### config.mk
export PLATFORM = sky130hd
export DESIGN_NAME = log_shift_arbiter_flat
export DESIGN_NICKNAME = d
export VERILOG_FILES = /design/src/rtl/log_shift_arbiter_if.sv /design/src/rtl/log_shift_arbiter.sv /design/src/flat_wrapper.sv
export SDC_FILE = /design/constraint.sdc
export NUM_CORES = 1
export LEC_CHECK = 0
export BUFFER_PORTS_ARGS = -buffer_cell sky130_fd_sc_hd__buf_2
export CAP_MARGIN = 20
export CORE_ASPECT_RATIO = 0.5
export CORE_MARGIN = 2
export CORE_UTILIZATION = 40
export CTS_CLUSTER_DIAMETER = 100
export CTS_CLUSTER_SIZE = 10
export DETAILED_ROUTE_END_ITERATION = 10
export PLACE_DENSITY = 0.72
export SLEW_MARGIN = 0
export SYNTH_ARGS = -nofsm -noshare
export SYNTH_HDL_FRONTEND = slang
export SYNTH_SLANG_ARGS = --single-unit
### constraint.sdc
create_clock -name clk -period 6.2 [get_ports clk]
set_input_delay 1.24 -clock clk [delete_from_list [all_inputs] [get_ports clk]]
set_output_delay 1.24 -clock clk [all_outputs]
set_load 0.02 [all_outputs]
### src/rtl/log_shift_arbiter_if.sv
// Requester/response bundle for log_shift_arbiter: per-requester valid/ready/data/amt
// plus the single tagged response slot. "slave" is the arbiter side, "master" the clients.
interface log_shift_arbiter_if #(
  parameter int NUM_REQ      = 4,
  parameter int INPUT_WIDTH  = 16,
  parameter int WEIGHT_WIDTH = 4
);
  localparam int ID_WIDTH = $clog2(NUM_REQ);

  logic [NUM_REQ-1:0]              req_valid;
  logic [NUM_REQ-1:0]              req_ready;
  logic [NUM_REQ*INPUT_WIDTH-1:0]  req_data;
  logic [NUM_REQ*WEIGHT_WIDTH-1:0] req_amt;
  logic                            rsp_valid;
  logic                            rsp_ready;
  logic [INPUT_WIDTH-1:0]          rsp_data;
  logic [ID_WIDTH-1:0]             rsp_id;
  logic                            busy;

  modport master (
    output req_valid, req_data, req_amt, rsp_ready,
    input  req_ready, rsp_valid, rsp_data, rsp_id, busy
  );

  modport slave (
    input  req_valid, req_data, req_amt, rsp_ready,
    output req_ready, rsp_valid, rsp_data, rsp_id, busy
  );
endinterface

### src/rtl/log_shift_arbiter.sv
// Round-robin arbiter sharing one logarithmic right shifter among NUM_REQ requesters,
// with a single registered response slot. Optional grant counters: LOG_SHIFT_ARB_STATS_EN.
module log_shift_arbiter #(
  parameter int NUM_REQ      = 4,
  parameter int INPUT_WIDTH  = 16,
  parameter int WEIGHT_WIDTH = 4
) (
  input  logic                    clk,
  input  logic                    rst_n,
  log_shift_arbiter_if.slave      bus
`ifdef LOG_SHIFT_ARB_STATS_EN
  ,
  input  logic                    stat_clr,
  output logic [NUM_REQ*16-1:0]   stat_grant_cnt
`endif
);
  localparam int ID_WIDTH = $clog2(NUM_REQ);

  typedef enum logic {EMPTY, FULL} state_t;

  state_t                  state_reg, state_next;
  logic [INPUT_WIDTH-1:0]  rsp_data_reg;
  logic [ID_WIDTH-1:0]     rsp_id_reg;
  logic [ID_WIDTH-1:0]     rr_ptr_reg;
  logic [ID_WIDTH-1:0]     rr_ptr_next;

  logic                    accept;
  logic                    grant;
  logic                    found;
  logic [ID_WIDTH-1:0]     gnt_idx;
  logic [ID_WIDTH-1:0]     cand;

  logic [INPUT_WIDTH-1:0]  sel_data;
  logic [WEIGHT_WIDTH-1:0] sel_amt;
  logic [INPUT_WIDTH-1:0]  stage [WEIGHT_WIDTH+1];

  genvar gi;

  // Rotating priority search starting at rr_ptr.
  always_comb begin
    found   = 1'b0;
    gnt_idx = '0;
    cand    = '0;
    for (int k = 0; k < NUM_REQ; k++) begin
      cand = ID_WIDTH'((int'(rr_ptr_reg) + k) % NUM_REQ);
      if (!found && bus.req_valid[cand]) begin
        found   = 1'b1;
        gnt_idx = cand;
      end
    end
  end

  always_comb begin
    state_next = state_reg;
    accept     = (state_reg == EMPTY) || bus.rsp_ready;
    // rst_n gates grant so req_ready stays 0 while reset is held.
    grant      = accept && found && rst_n;
    case (state_reg)
      EMPTY:   if (grant) state_next = FULL;
      FULL:    if (bus.rsp_ready && !grant) state_next = EMPTY;
      default: state_next = EMPTY;
    endcase
  end

  assign rr_ptr_next = (int'(gnt_idx) == NUM_REQ - 1) ? '0 : gnt_idx + 1'b1;

  generate
    for (gi = 0; gi < NUM_REQ; gi++) begin : g_ready
      assign bus.req_ready[gi] = grant && (gnt_idx == ID_WIDTH'(gi));
    end
  endgenerate

  assign sel_data = bus.req_data[int'(gnt_idx)*INPUT_WIDTH +: INPUT_WIDTH];
  assign sel_amt  = bus.req_amt[int'(gnt_idx)*WEIGHT_WIDTH +: WEIGHT_WIDTH];

  // Stage gi shifts by 2**gi; stages at or beyond the data width simply clear.
  assign stage[0] = sel_data;
  generate
    for (gi = 0; gi < WEIGHT_WIDTH; gi++) begin : g_shift
      localparam int SH = 1 << gi;
      if (SH >= INPUT_WIDTH) begin : g_clr
        assign stage[gi+1] = sel_amt[gi] ? '0 : stage[gi];
      end else begin : g_sh
        assign stage[gi+1] = sel_amt[gi] ? (stage[gi] >> SH) : stage[gi];
      end
    end
  endgenerate

  always_ff @(posedge clk or negedge rst_n) begin
    if (!rst_n) begin
      state_reg    <= EMPTY;
      rsp_data_reg <= '0;
      rsp_id_reg   <= '0;
      rr_ptr_reg   <= '0;
    end else begin
      state_reg <= state_next;
      if (grant) begin
        rsp_data_reg <= stage[WEIGHT_WIDTH];
        rsp_id_reg   <= gnt_idx;
        rr_ptr_reg   <= rr_ptr_next;
      end
    end
  end

  assign bus.rsp_valid = (state_reg == FULL);
  assign bus.rsp_data  = rsp_data_reg;
  assign bus.rsp_id    = rsp_id_reg;
  assign bus.busy      = bus.rsp_valid | (|bus.req_valid);

`ifdef LOG_SHIFT_ARB_STATS_EN
  // Clear wins over a coincident grant.
  generate
    for (gi = 0; gi < NUM_REQ; gi++) begin : g_stat
      logic [15:0] cnt_reg;
      always_ff @(posedge clk or negedge rst_n) begin
        if (!rst_n) begin
          cnt_reg <= '0;
        end else if (stat_clr) begin
          cnt_reg <= '0;
        end else if (bus.req_ready[gi] && cnt_reg != 16'hFFFF) begin
          cnt_reg <= cnt_reg + 16'd1;
        end
      end
      assign stat_grant_cnt[gi*16 +: 16] = cnt_reg;
    end
  endgenerate
`endif
endmodule

### src/flat_wrapper.sv
// flat-port wrapper written by rule: the top's interface ports become plain ports
module log_shift_arbiter_flat 
#(
  parameter int NUM_REQ      = 4,
  parameter int INPUT_WIDTH  = 16,
  parameter int WEIGHT_WIDTH = 4
)
  (clk, rst_n, bus_req_valid, bus_req_data, bus_req_amt, bus_rsp_ready, bus_req_ready, bus_rsp_valid, bus_rsp_data, bus_rsp_id, bus_busy);
  log_shift_arbiter_if #(.NUM_REQ(NUM_REQ), .INPUT_WIDTH(INPUT_WIDTH), .WEIGHT_WIDTH(WEIGHT_WIDTH)) bus_i ();
  input  logic clk;
  input  logic rst_n;
  input wire logic [$bits(bus_i.req_valid)-1:0] bus_req_valid;
  input wire logic [$bits(bus_i.req_data)-1:0] bus_req_data;
  input wire logic [$bits(bus_i.req_amt)-1:0] bus_req_amt;
  input wire logic [$bits(bus_i.rsp_ready)-1:0] bus_rsp_ready;
  output wire logic [$bits(bus_i.req_ready)-1:0] bus_req_ready;
  output wire logic [$bits(bus_i.rsp_valid)-1:0] bus_rsp_valid;
  output wire logic [$bits(bus_i.rsp_data)-1:0] bus_rsp_data;
  output wire logic [$bits(bus_i.rsp_id)-1:0] bus_rsp_id;
  output wire logic [$bits(bus_i.busy)-1:0] bus_busy;
  assign bus_i.req_valid = bus_req_valid;
  assign bus_i.req_data = bus_req_data;
  assign bus_i.req_amt = bus_req_amt;
  assign bus_i.rsp_ready = bus_rsp_ready;
  assign bus_req_ready = bus_i.req_ready;
  assign bus_rsp_valid = bus_i.rsp_valid;
  assign bus_rsp_data = bus_i.rsp_data;
  assign bus_rsp_id = bus_i.rsp_id;
  assign bus_busy = bus_i.busy;
  log_shift_arbiter #(.NUM_REQ(NUM_REQ), .INPUT_WIDTH(INPUT_WIDTH), .WEIGHT_WIDTH(WEIGHT_WIDTH)) u_core (.clk(clk), .rst_n(rst_n), .bus(bus_i));
endmodule
# After elaboration in Yosys (flattened, before gate mapping)
# Cells that the tools add are included.
# W data, S select, Z words.
[op_classes]
n_addsub = 4
order_cmp = 4
n_eq_ne = 4
shifts = 2
muxes = 24
n_bitwise = 2
reduce_logical = 17
[op_table]
columns = ["cell", "n"]
rows = [
  ["$mux W16", 4],
  ["$shiftx A64 B7 Y16", 1],
  ["$shiftx A16 B5 Y4", 1],
  ["$lt A2 B3 Y1 const B", 4],
  ["$logic_and A1 B1 Y1", 10],
  ["$mux W1", 10],
  ["$mux W2", 5],
  ["$bmux W1 S2", 4],
  ["$add A2 B1 Y2 const B", 2],
  ["$add A2 B2 Y2 const B", 2],
  ["$eq A2 B1 Y1 const B", 2],
  ["$eq A2 B2 Y1 const B", 2],
  ["$logic_not A1 Y1", 4],
  ["$reduce_or A4 Y1", 1],
  ["$logic_not A2 Y1", 1],
  ["$pmux W1 S2", 1],
  ["$logic_or A1 B1 Y1", 1],
  ["$not A1 Y1", 1],
  ["$or A1 B1 Y1", 1],
]
[word_totals]
regBits = 21
input_bits = 87
wordCells = 61

# Longest topological paths before layout
# Gate-level depths: netlist of run 1.
[depth]
word_depth = 18
ltp_mapped = 12

# Least setup slack after synthesis of run 1
# Ideal clock, no wire load.
[synth_timing]
kind = "input to output"
startpoint = "input port bus_req_valid[2]"
endpoint = "output port bus_req_ready[2]"
t_arrival_ps = 2742
t_required_ps = 4960
setup_slack_ps = 2218
stages = 9
path_buffers = 3
path_cell_list = "nor2b_1 a21o_1 a211oi_4 buf_6 buf_4 buf_4 inv_1 ha_1 and2_1"
[synth_rtl]
columns = ["item", "line_no", "text"]
rows = [
  ["start, declared", "flat_wrapper.sv:12", "input wire logic [$bits(bus_i.req_valid)-1:0] bus_req_valid;"],
  ["$bmux W1 S2", "log_shift_arbiter.sv:46", "if (!found && bus.req_valid[cand]) begin"],
  ["$mux W1 (implied by the code)", "log_shift_arbiter.sv:46", ""],
  ["$mux W1", "log_shift_arbiter.sv:46", ""],
  ["$logic_not A1 Y1", "log_shift_arbiter.sv:46", ""],
  ["$logic_and A1 B1 Y1", "log_shift_arbiter.sv:46", ""],
  ["$mux W1", "log_shift_arbiter.sv:46", ""],
  ["$logic_not A1 Y1", "log_shift_arbiter.sv:46", ""],
  ["$logic_and A1 B1 Y1", "log_shift_arbiter.sv:46", ""],
  ["$mux W1", "log_shift_arbiter.sv:46", ""],
  ["$logic_not A1 Y1", "log_shift_arbiter.sv:46", ""],
  ["$logic_and A1 B1 Y1", "log_shift_arbiter.sv:46", ""],
  ["$mux W2 *", "log_shift_arbiter.sv:46", ""],
  ["via u_core.gnt_idx[0]", "log_shift_arbiter.sv:30", "logic [ID_WIDTH-1:0] gnt_idx;"],
  ["$eq A2 B2 Y1 *", "log_shift_arbiter.sv:69", "assign bus.req_ready[gi] = grant && (gnt_idx == ID_WIDTH'(gi));"],
  ["$logic_and A1 B1 Y1 *", "log_shift_arbiter.sv:69", ""],
  ["end, declared", "flat_wrapper.sv:16", "output wire logic [$bits(bus_i.req_ready)-1:0] bus_req_ready;"],
]
# The timed path passes the listed nets; every way through them passes the cells marked *. The select of a mux whose other input is x is not followed.

# Final worst setup path of run 1
[layout_timing]
startpoint = "input port bus_req_valid[1]"
endpoint = "register u_core.rsp_data_reg[0], in the netlist u_core.bus.rsp_data[0]"
[layout_between]
elab_chain_cells = 17
[layout_rtl]
columns = ["item", "line_no", "text"]
rows = [
  ["$bmux W1 S2", "log_shift_arbiter.sv:46", ""],
  ["$mux W1 (implied by the code)", "log_shift_arbiter.sv:46", ""],
  ["$mux W1", "log_shift_arbiter.sv:46", ""],
  ["$logic_not A1 Y1", "log_shift_arbiter.sv:46", ""],
  ["$logic_and A1 B1 Y1", "log_shift_arbiter.sv:46", ""],
  ["$mux W1", "log_shift_arbiter.sv:46", ""],
  ["$logic_not A1 Y1", "log_shift_arbiter.sv:46", ""],
  ["$logic_and A1 B1 Y1", "log_shift_arbiter.sv:46", ""],
  ["$mux W1", "log_shift_arbiter.sv:46", ""],
  ["$logic_not A1 Y1", "log_shift_arbiter.sv:46", ""],
  ["$logic_and A1 B1 Y1", "log_shift_arbiter.sv:46", ""],
  ["$mux W2", "log_shift_arbiter.sv:46", ""],
  ["$shiftx A64 B7 Y16 or $shiftx A16 B5 Y4 (tied branches)", "log_shift_arbiter.sv:73, log_shift_arbiter.sv:74", ""],
  ["$mux W16 (4 in a row)", "log_shift_arbiter.sv:84", "assign stage[gi+1] = sel_amt[gi] ? (stage[gi] >> SH) : stage[gi];"],
  ["end signal, assigned", "log_shift_arbiter.sv:98", "rsp_data_reg <= stage[WEIGHT_WIDTH];"],
  ["end, declared", "log_shift_arbiter.sv:22", "logic [INPUT_WIDTH-1:0] rsp_data_reg;"],
]
# Several ways; a longest one is shown, not always the timed one. The select of a mux whose other input is x is not followed.
# A chain may end at the register's enable or synchronous reset.

==> results of run 1 <==
==> layer usage <==
| layer | global-route usage (%) | up-vias |
|---|---|---|
| met5 | 0 | - |
| met4 | 4.21 | 0 |
| met3 | 1.76 | 6 |
| met2 | 34.0 | 76 |
| met1 | 30.2 | 1000 |
| li1 | - | 1087 |
==> cells by family after synthesis <==
| logic type | synth area share, % |
|---|---|
| AND/OR/NAND/NOR | 17.3 |
| flip-flops | 24.6 |
| AO/OA/AOI/OAI | 22.0 |
| adder cells (fa/ha/maj) | 2.34 |
| buffers and inverters | 6.21 |
| multiplexers | 27.6 |
==> Yosys cell counts, types with 3 or more instances <==
master / count / area share, %
sky130_fd_sc_hd__o22ai_1: 4 / 1.2
sky130_fd_sc_hd__dfrtp_1: 21 / 25
sky130_fd_sc_hd__or3_1: 3 / 0.88
sky130_fd_sc_hd__buf_4: 5 / 1.8
sky130_fd_sc_hd__nor2_1: 9 / 1.6
sky130_fd_sc_hd__and2_1: 5 / 1.5
sky130_fd_sc_hd__a22o_1: 19 / 7.8
sky130_fd_sc_hd__clkbuf_1: 3 / 0.53
sky130_fd_sc_hd__nand2b_1: 18 / 5.3
sky130_fd_sc_hd__buf_2: 4 / 0.94
sky130_fd_sc_hd__mux2_2: 6 / 3.2
sky130_fd_sc_hd__nor2b_1: 4 / 1.2
sky130_fd_sc_hd__ha_1: 4 / 2.3
sky130_fd_sc_hd__nand2_1: 25 / 4.4
sky130_fd_sc_hd__a21oi_1: 19 / 4.4
sky130_fd_sc_hd__a211oi_1: 3 / 1.1
sky130_fd_sc_hd__inv_1: 3 / 0.53
sky130_fd_sc_hd__mux2i_1: 51 / 24
sky130_fd_sc_hd__o21ai_0: 8 / 1.9
sky130_fd_sc_hd__buf_6: 4 / 2.1
==> final cells by class <==
class / count / share of cell area (%)
clock buffers: 3 / 1.51
multi-input cells: 200 / 54.2
repair buffers: 113 / 21.0
clock inverters: 1 / 0.184
well taps: 70 / 3.21
inverters: 4 / 0.551
flip-flops and latches: 21 / 19.3
==> worst paths after layout <==
path	start	endpoint	slack, ns
worst min register to register	u_core.bus.rsp_id[0]$_DFFE_PN0P_	u_core.bus.rsp_id[0]$_DFFE_PN0P_	0.48
max in group asynchronous	rst_n	u_core.bus.rsp_id[1]$_DFFE_PN0P_	4.92
min in group asynchronous	rst_n	u_core.bus.rsp_data[13]$_DFFE_PN0P_	0.94
worst max-delay path	bus_req_valid[1]	u_core.bus.rsp_data[0]$_DFFE_PN0P_	1.45
worst min-delay path	u_core.bus.rsp_id[0]$_DFFE_PN0P_	u_core.bus.rsp_id[0]$_DFFE_PN0P_	0.48
worst max register to register	u_core.rr_ptr_reg[1]$_DFFE_PN0P_	u_core.bus.rsp_data[0]$_DFFE_PN0P_	2.21
==> where the power goes <==
group	internal, mW	switching (mW)
clock network	0.0447	0.0438
logic	0.374	0.524
registers	0.191	0.0347
total	0.610	0.602
==> worst max-delay path, delay by kind of cell <==
family | cells | cell delay [ns]
compound gates | 4 | 1.35
buf+inv | 3 | 0.93
simple gates | 3 | 0.79
mux | 2 | 0.56
==> impl_metrics.env, run 1 <==
export IMPL_synth_edf_count=0
export IMPL_leakage_nw=1.46
export IMPL_io_buffers=110
export IMPL_r2r_worst_path_cells=10
export IMPL_layout_area_seq_um2=526
export IMPL_critical_path_top_cell_by_count="sky130_fd_sc_hd__a21oi_1"
export IMPL_criticalPathCategory="in2reg"
export IMPL_maxCapViolations=0
export IMPL_filler_cell_count=486
export IMPL_commonest_cells_after_routing_fill_and_taps_aside="sky130_fd_sc_hd__buf_2, sky130_fd_sc_hd__mux2i_1, sky130_fd_sc_hd__nand2_1"
export IMPL_synth_seq_area_share_pct=24.6
export IMPL_via_count_of_the_first_global_routing_pass=2148
export IMPL_die_h_um=55.7
export IMPL_fin_crit_ns=4.75
export IMPL_netlist_cell_type_count=39
export IMPL_setup_viol=0
export IMPL_delay_of_the_slowest_cell_on_the_worst_path_ns=0.70
export IMPL_grt_max_degree=43
export IMPL_insertion_delay_ns=0.26
export IMPL_synth_warnings=0
export IMPL_wl_met3_um=357
export IMPL_postSynthRegisterBits=21
export IMPL_dp_worst_setup_slack_ns=1.22
export IMPL_first_iter_violations=80
export IMPL_numPlacedInstances=408
export IMPL_routed_via_count=2169
export IMPL_ys_async_sr_fraction_pct=100
export IMPL_postSynthAreaPerCell_um2=8.83
export IMPL_syn_to_final_growth_pct=27.6
export IMPL_clock_tree_from_tritoncts="built"
export IMPL_initial_core_util_pct=42.4
export IMPL_fp_row_count=18
export IMPL_mapped_nets=333
export IMPL_critical_path_endpoint_type="flip-flop"
export IMPL_worst_min_path_class="reg2reg"
export IMPL_number_of_antenna_violations_at_the_first_check_in_global_routing=0
export IMPL_die_area_mm2=0.00598
export IMPL_number_of_standard_cells_after_synthesis=242
export IMPL_final_cell_count_no_fill=412
export IMPL_max_clock_buf_depth=2
export IMPL_die_w_um=107
export IMPL_largest_register_ff_count=16
export IMPL_power_mw=1.21
export IMPL_via_per_inst=5.26
export IMPL_postCtsHoldBufs=0
export IMPL_drc=0
export IMPL_timing_critical_path_slowest_stage_cell="sky130_fd_sc_hd__a22o_1"
export IMPL_post_cts_resize_count=0
export IMPL_wirelength_mm=6.20
export IMPL_clk_transition_reported_paths_ns=0.08
export IMPL_htree_levels=1
export IMPL_crit_chain="buf_2, nand2b_1, a21oi_1, o32a_1, buf_4, clkinv_1, a21oi_1, a22o_1, mux2i_1, mux2_2, and3_1, or4_1"
export IMPL_cts_sink_count=21
export IMPL_layout_cells_sized_above_1_pct=37.7
export IMPL_multi_input_comb_area_mm2=0.00148
export IMPL_postPlaceCellArea_mm2=0.00268
export IMPL_pnr_worst_setup_slack_ns=1.45
export IMPL_critPathLaunchType="primary input"
export IMPL_grt_pass1_wl_mm=10.2
export IMPL_post_cts_buffers=0
export IMPL_tritoncts_num_buffers=3
export IMPL_avgRoutedWirePerCell_um=15.1
export IMPL_clock_tree_root_cell="sky130_fd_sc_hd__clkbuf_8"
export IMPL_global_route_congestion_overflow_total=0
export IMPL_n_antenna_cell=0
export IMPL_grt_setup_unrepaired="false"
export IMPL_core_region_mm2=0.00504
export IMPL_irDropWorstVdd_v=0.000160
export IMPL_hold_path_depth=2
export IMPL_totalNegativeSetupSlack_ns=0
export IMPL_detailedPlacementHpwl_mm=5.08
export IMPL_run_status="completed"
export IMPL_synth_cell_area_mm2=0.00214
export IMPL_final_hold_worst_slack_ns=0.477
export IMPL_post_route_cell_area_mm2=0.00273
export IMPL_worst_slew_pin_transition_ns=1.00
export IMPL_io_pins=111
export IMPL_critPathMaxFanout=22
export IMPL_wl_met1_mm=3.02
export IMPL_finalCritPeriodShare_pct=76.6
export IMPL_layout_cells_most_common="sky130_fd_sc_hd__buf_2"
export IMPL_global_route_usage_total_pct=20.8
export IMPL_place_congestion=0.884
export IMPL_drt_antenna_violating_nets=0
export IMPL_hold_viol_final=0
export IMPL_num_nets_final=434
export IMPL_drt_pass1_iter_count=4
export IMPL_crit_required_ns=6.33
export IMPL_dr_wl_met2_mm=2.78
export IMPL_maxSlewViolCount=0
export IMPL_slew_headroom_pct=33.3
export IMPL_top_metal_layer_carrying_routed_signals="met4"
export IMPL_final_core_util_pct=54.0
export IMPL_clock_skew_ns=0.00467
export IMPL_power_per_cell_area_mw_per_mm2=445
export IMPL_cp_data_arrival_time_ns=4.88
export IMPL_achievable_frequency_ghz=0.211
export IMPL_synth_top_flop_cell="sky130_fd_sc_hd__dfrtp_1"
No activity file was read; power rests on OpenSTA's default activity.
==> inputs of run 2 (changes only) <==
==> constraint.sdc (replaced) <==
create_clock -name clk -period 4.59 [get_ports clk]
set_input_delay 0.918 -clock clk [delete_from_list [all_inputs] [get_ports clk]]
set_output_delay 0.918 -clock clk [all_outputs]
set_load 0.02 [all_outputs]
==> run 2 against run 1 <==
Against the previous run: worst setup slack worse by 0.47 ns; register-to-register slack got worse by 0.76 ns; routed wire length down 1.7%; sequential power rose by 35%; utilization is 0.87 points higher; clock skew grew 0.0055 ns; non-clock buffer count increased by 6; combinational power up 36%; sequential share of layout area fell by 0.30 points; critical path depth decreased by 3; largest cell class unchanged.
==> impl_metrics.env, run 2 (same netlist as run 1, synthesis figures left out) <==
export IMPL_largest_register_ff_count=16
export IMPL_final_cell_count_no_fill=418
export IMPL_place_congestion=0.897
export IMPL_drt_antenna_violating_nets=0
export IMPL_die_area_mm2=0.00598
export IMPL_power_mw=1.65
export IMPL_numPlacedInstances=414
export IMPL_totalNegativeSetupSlack_ns=0
export IMPL_clock_tree_root_cell="sky130_fd_sc_hd__clkbuf_8"
export IMPL_commonest_cells_after_routing_fill_and_taps_aside="sky130_fd_sc_hd__buf_2, sky130_fd_sc_hd__mux2i_1, sky130_fd_sc_hd__nand2_1"
export IMPL_hold_viol_final=0
export IMPL_critPathMaxFanout=17
export IMPL_core_region_mm2=0.00504
export IMPL_post_cts_resize_count=0
export IMPL_crit_required_ns=3.67
export IMPL_hold_path_depth=2
export IMPL_fin_crit_ns=3.61
export IMPL_final_hold_worst_slack_ns=0.478
export IMPL_timing_rr_end="u_core.bus.rsp_data[0]$_DFFE_PN0P_"
export IMPL_achievable_frequency_ghz=0.277
export IMPL_number_of_antenna_violations_at_the_first_check_in_global_routing=0
export IMPL_detailedPlacementHpwl_mm=5.03
export IMPL_worst_min_path_class="reg2reg"
export IMPL_first_iter_violations=86
export IMPL_cts_sink_count=21
export IMPL_post_route_cell_area_mm2=0.00277
export IMPL_worst_r2r_startpoint="u_core.rr_ptr_reg[0]$_DFFE_PN0P_"
export IMPL_via_per_inst=5.24
export IMPL_num_nets_final=440
export IMPL_setup_viol=0
export IMPL_wirelength_mm=6.10
export IMPL_minimum_setup_slack_among_reg_to_reg_paths_ns=1.45
export IMPL_die_h_um=55.7
export IMPL_power_share_combinational_pct=74.0
export IMPL_multi_input_comb_area_mm2=0.00148
export IMPL_clk_transition_reported_paths_ns=0.08
export IMPL_cp_data_arrival_time_ns=2.69
export IMPL_finalCritPeriodShare_pct=78.6
export IMPL_insertion_delay_ns=0.26
export IMPL_criticalPathCategory="in2out"
export IMPL_worst_hold_path_endpoint="u_core.bus.rsp_id[0]$_DFFE_PN0P_"
export IMPL_htree_levels=1
export IMPL_io_pins=111
export IMPL_worst_slew_pin_transition_ns=0.505
export IMPL_layout_cells_most_common="sky130_fd_sc_hd__buf_2"
export IMPL_cellInternalPower_mw=0.844
export IMPL_clock_skew_ns=0.0101
export IMPL_postPlaceCellArea_mm2=0.00273
export IMPL_avgRoutedWirePerCell_um=14.6
export IMPL_drc=0
export IMPL_io_buffers=110
export IMPL_post_cts_buffers=0
export IMPL_layout_cells_sized_above_1_pct=38.5
export IMPL_r2r_worst_path_cells=11
export IMPL_maxCapViolations=0
export IMPL_n_antenna_cell=0
export IMPL_tritoncts_num_buffers=3
export IMPL_routed_via_count=2189
export IMPL_final_core_util_pct=54.9
export IMPL_global_route_congestion_overflow_total=0
export IMPL_global_route_usage_total_pct=19.9
export IMPL_filler_cell_count=491
export IMPL_switching_share_pct=48.8
export IMPL_run_status="completed"
export IMPL_fp_row_count=18
export IMPL_drt_pass1_iter_count=4
export IMPL_power_sequential_fraction_pct=18.4
export IMPL_netSwitchingPower_mw=0.806
export IMPL_power_per_cell_area_mw_per_mm2=596
export IMPL_via_count_of_the_first_global_routing_pass=2129
export IMPL_irDropWorstVdd_v=0.000232
export IMPL_syn_to_final_growth_pct=29.6
export IMPL_die_w_um=107
export IMPL_clockPowerShare_pct=7.5
export IMPL_grt_pass1_wl_mm=9.75
export IMPL_pnr_worst_setup_slack_ns=0.984
export IMPL_max_clock_buf_depth=2
export IMPL_layout_area_seq_um2=526
export IMPL_grt_max_degree=35
export IMPL_dp_worst_setup_slack_ns=0.753
export IMPL_grt_setup_unrepaired="false"
export IMPL_initial_core_util_pct=42.4
export IMPL_critical_path_endpoint_type="output pin"
export IMPL_slew_headroom_pct=66.3
export IMPL_maxSlewViolCount=0
export IMPL_leakage_nw=1.48
export IMPL_hold_path_startpoint="u_core.bus.rsp_id[0]$_DFFE_PN0P_"
export IMPL_critPathLaunchType="primary input"
export IMPL_postCtsHoldBufs=0
export IMPL_clock_tree_from_tritoncts="built"
-- run 2: power groups by stage --
stage / clock network [mW] / registers, mW / logic (mW)
after floorplan: 0 / 0.382 / 0.850
after global placement: 0 / 0.306 / 1.20
after detailed placement: 0 / 0.307 / 1.21
after CTS: 0.122 / 0.305 / 1.22
after global routing: 0.130 / 0.314 / 1.33
final: 0.124 / 0.305 / 1.22
-- run 2: final cells by class --
class | instances | share of cell area [%]
multi-input combinational | 200 | 53.4
sequential | 21 | 19.0
inverter | 4 | 0.542
timing repair buffer | 119 | 22.3
tap | 70 | 3.16
clock buffer | 4 | 1.63
-- run 2: routing by layer --
metal | vias up | global-route usage (%) | part of all wire, %
li1 | 1101 | - | -
met1 | 1012 | 29.3 | 49
met2 | 70 | 31.4 | 45
met3 | 6 | 1.76 | 5.1
met4 | 0 | 4.76 | 0.59
met5 | - | 0 | 0
-- run 2: worst max-delay path, stage by stage --
cell and delay [ns]:
sky130_fd_sc_hd__buf_2 0.11, sky130_fd_sc_hd__nand2b_1 0.16, sky130_fd_sc_hd__a21oi_1 0.13, sky130_fd_sc_hd__o32a_1 0.19, sky130_fd_sc_hd__clkinv_1 0.37, sky130_fd_sc_hd__buf_4 0.32, sky130_fd_sc_hd__ha_1 0.20, sky130_fd_sc_hd__and2_1 0.14
sky130_fd_sc_hd__buf_2 0.15
-- run 2: worst max path at each step --
stage                                start                            endpoint  cells past startpoint
after floorplan           bus_req_valid[2]  u_core.bus.rsp_data[0]$_DFFE_PN0P_                      9
after global placement    bus_req_valid[2]  u_core.bus.rsp_data[0]$_DFFE_PN0P_                     12
after detailed placement  bus_req_valid[2]  u_core.bus.rsp_data[0]$_DFFE_PN0P_                     12
after CTS                 bus_req_valid[1]                    bus_req_ready[0]                      9
after global routing      bus_req_valid[1]  u_core.bus.rsp_data[0]$_DFFE_PN0P_                     12
final                     bus_req_valid[1]                    bus_req_ready[0]                      9
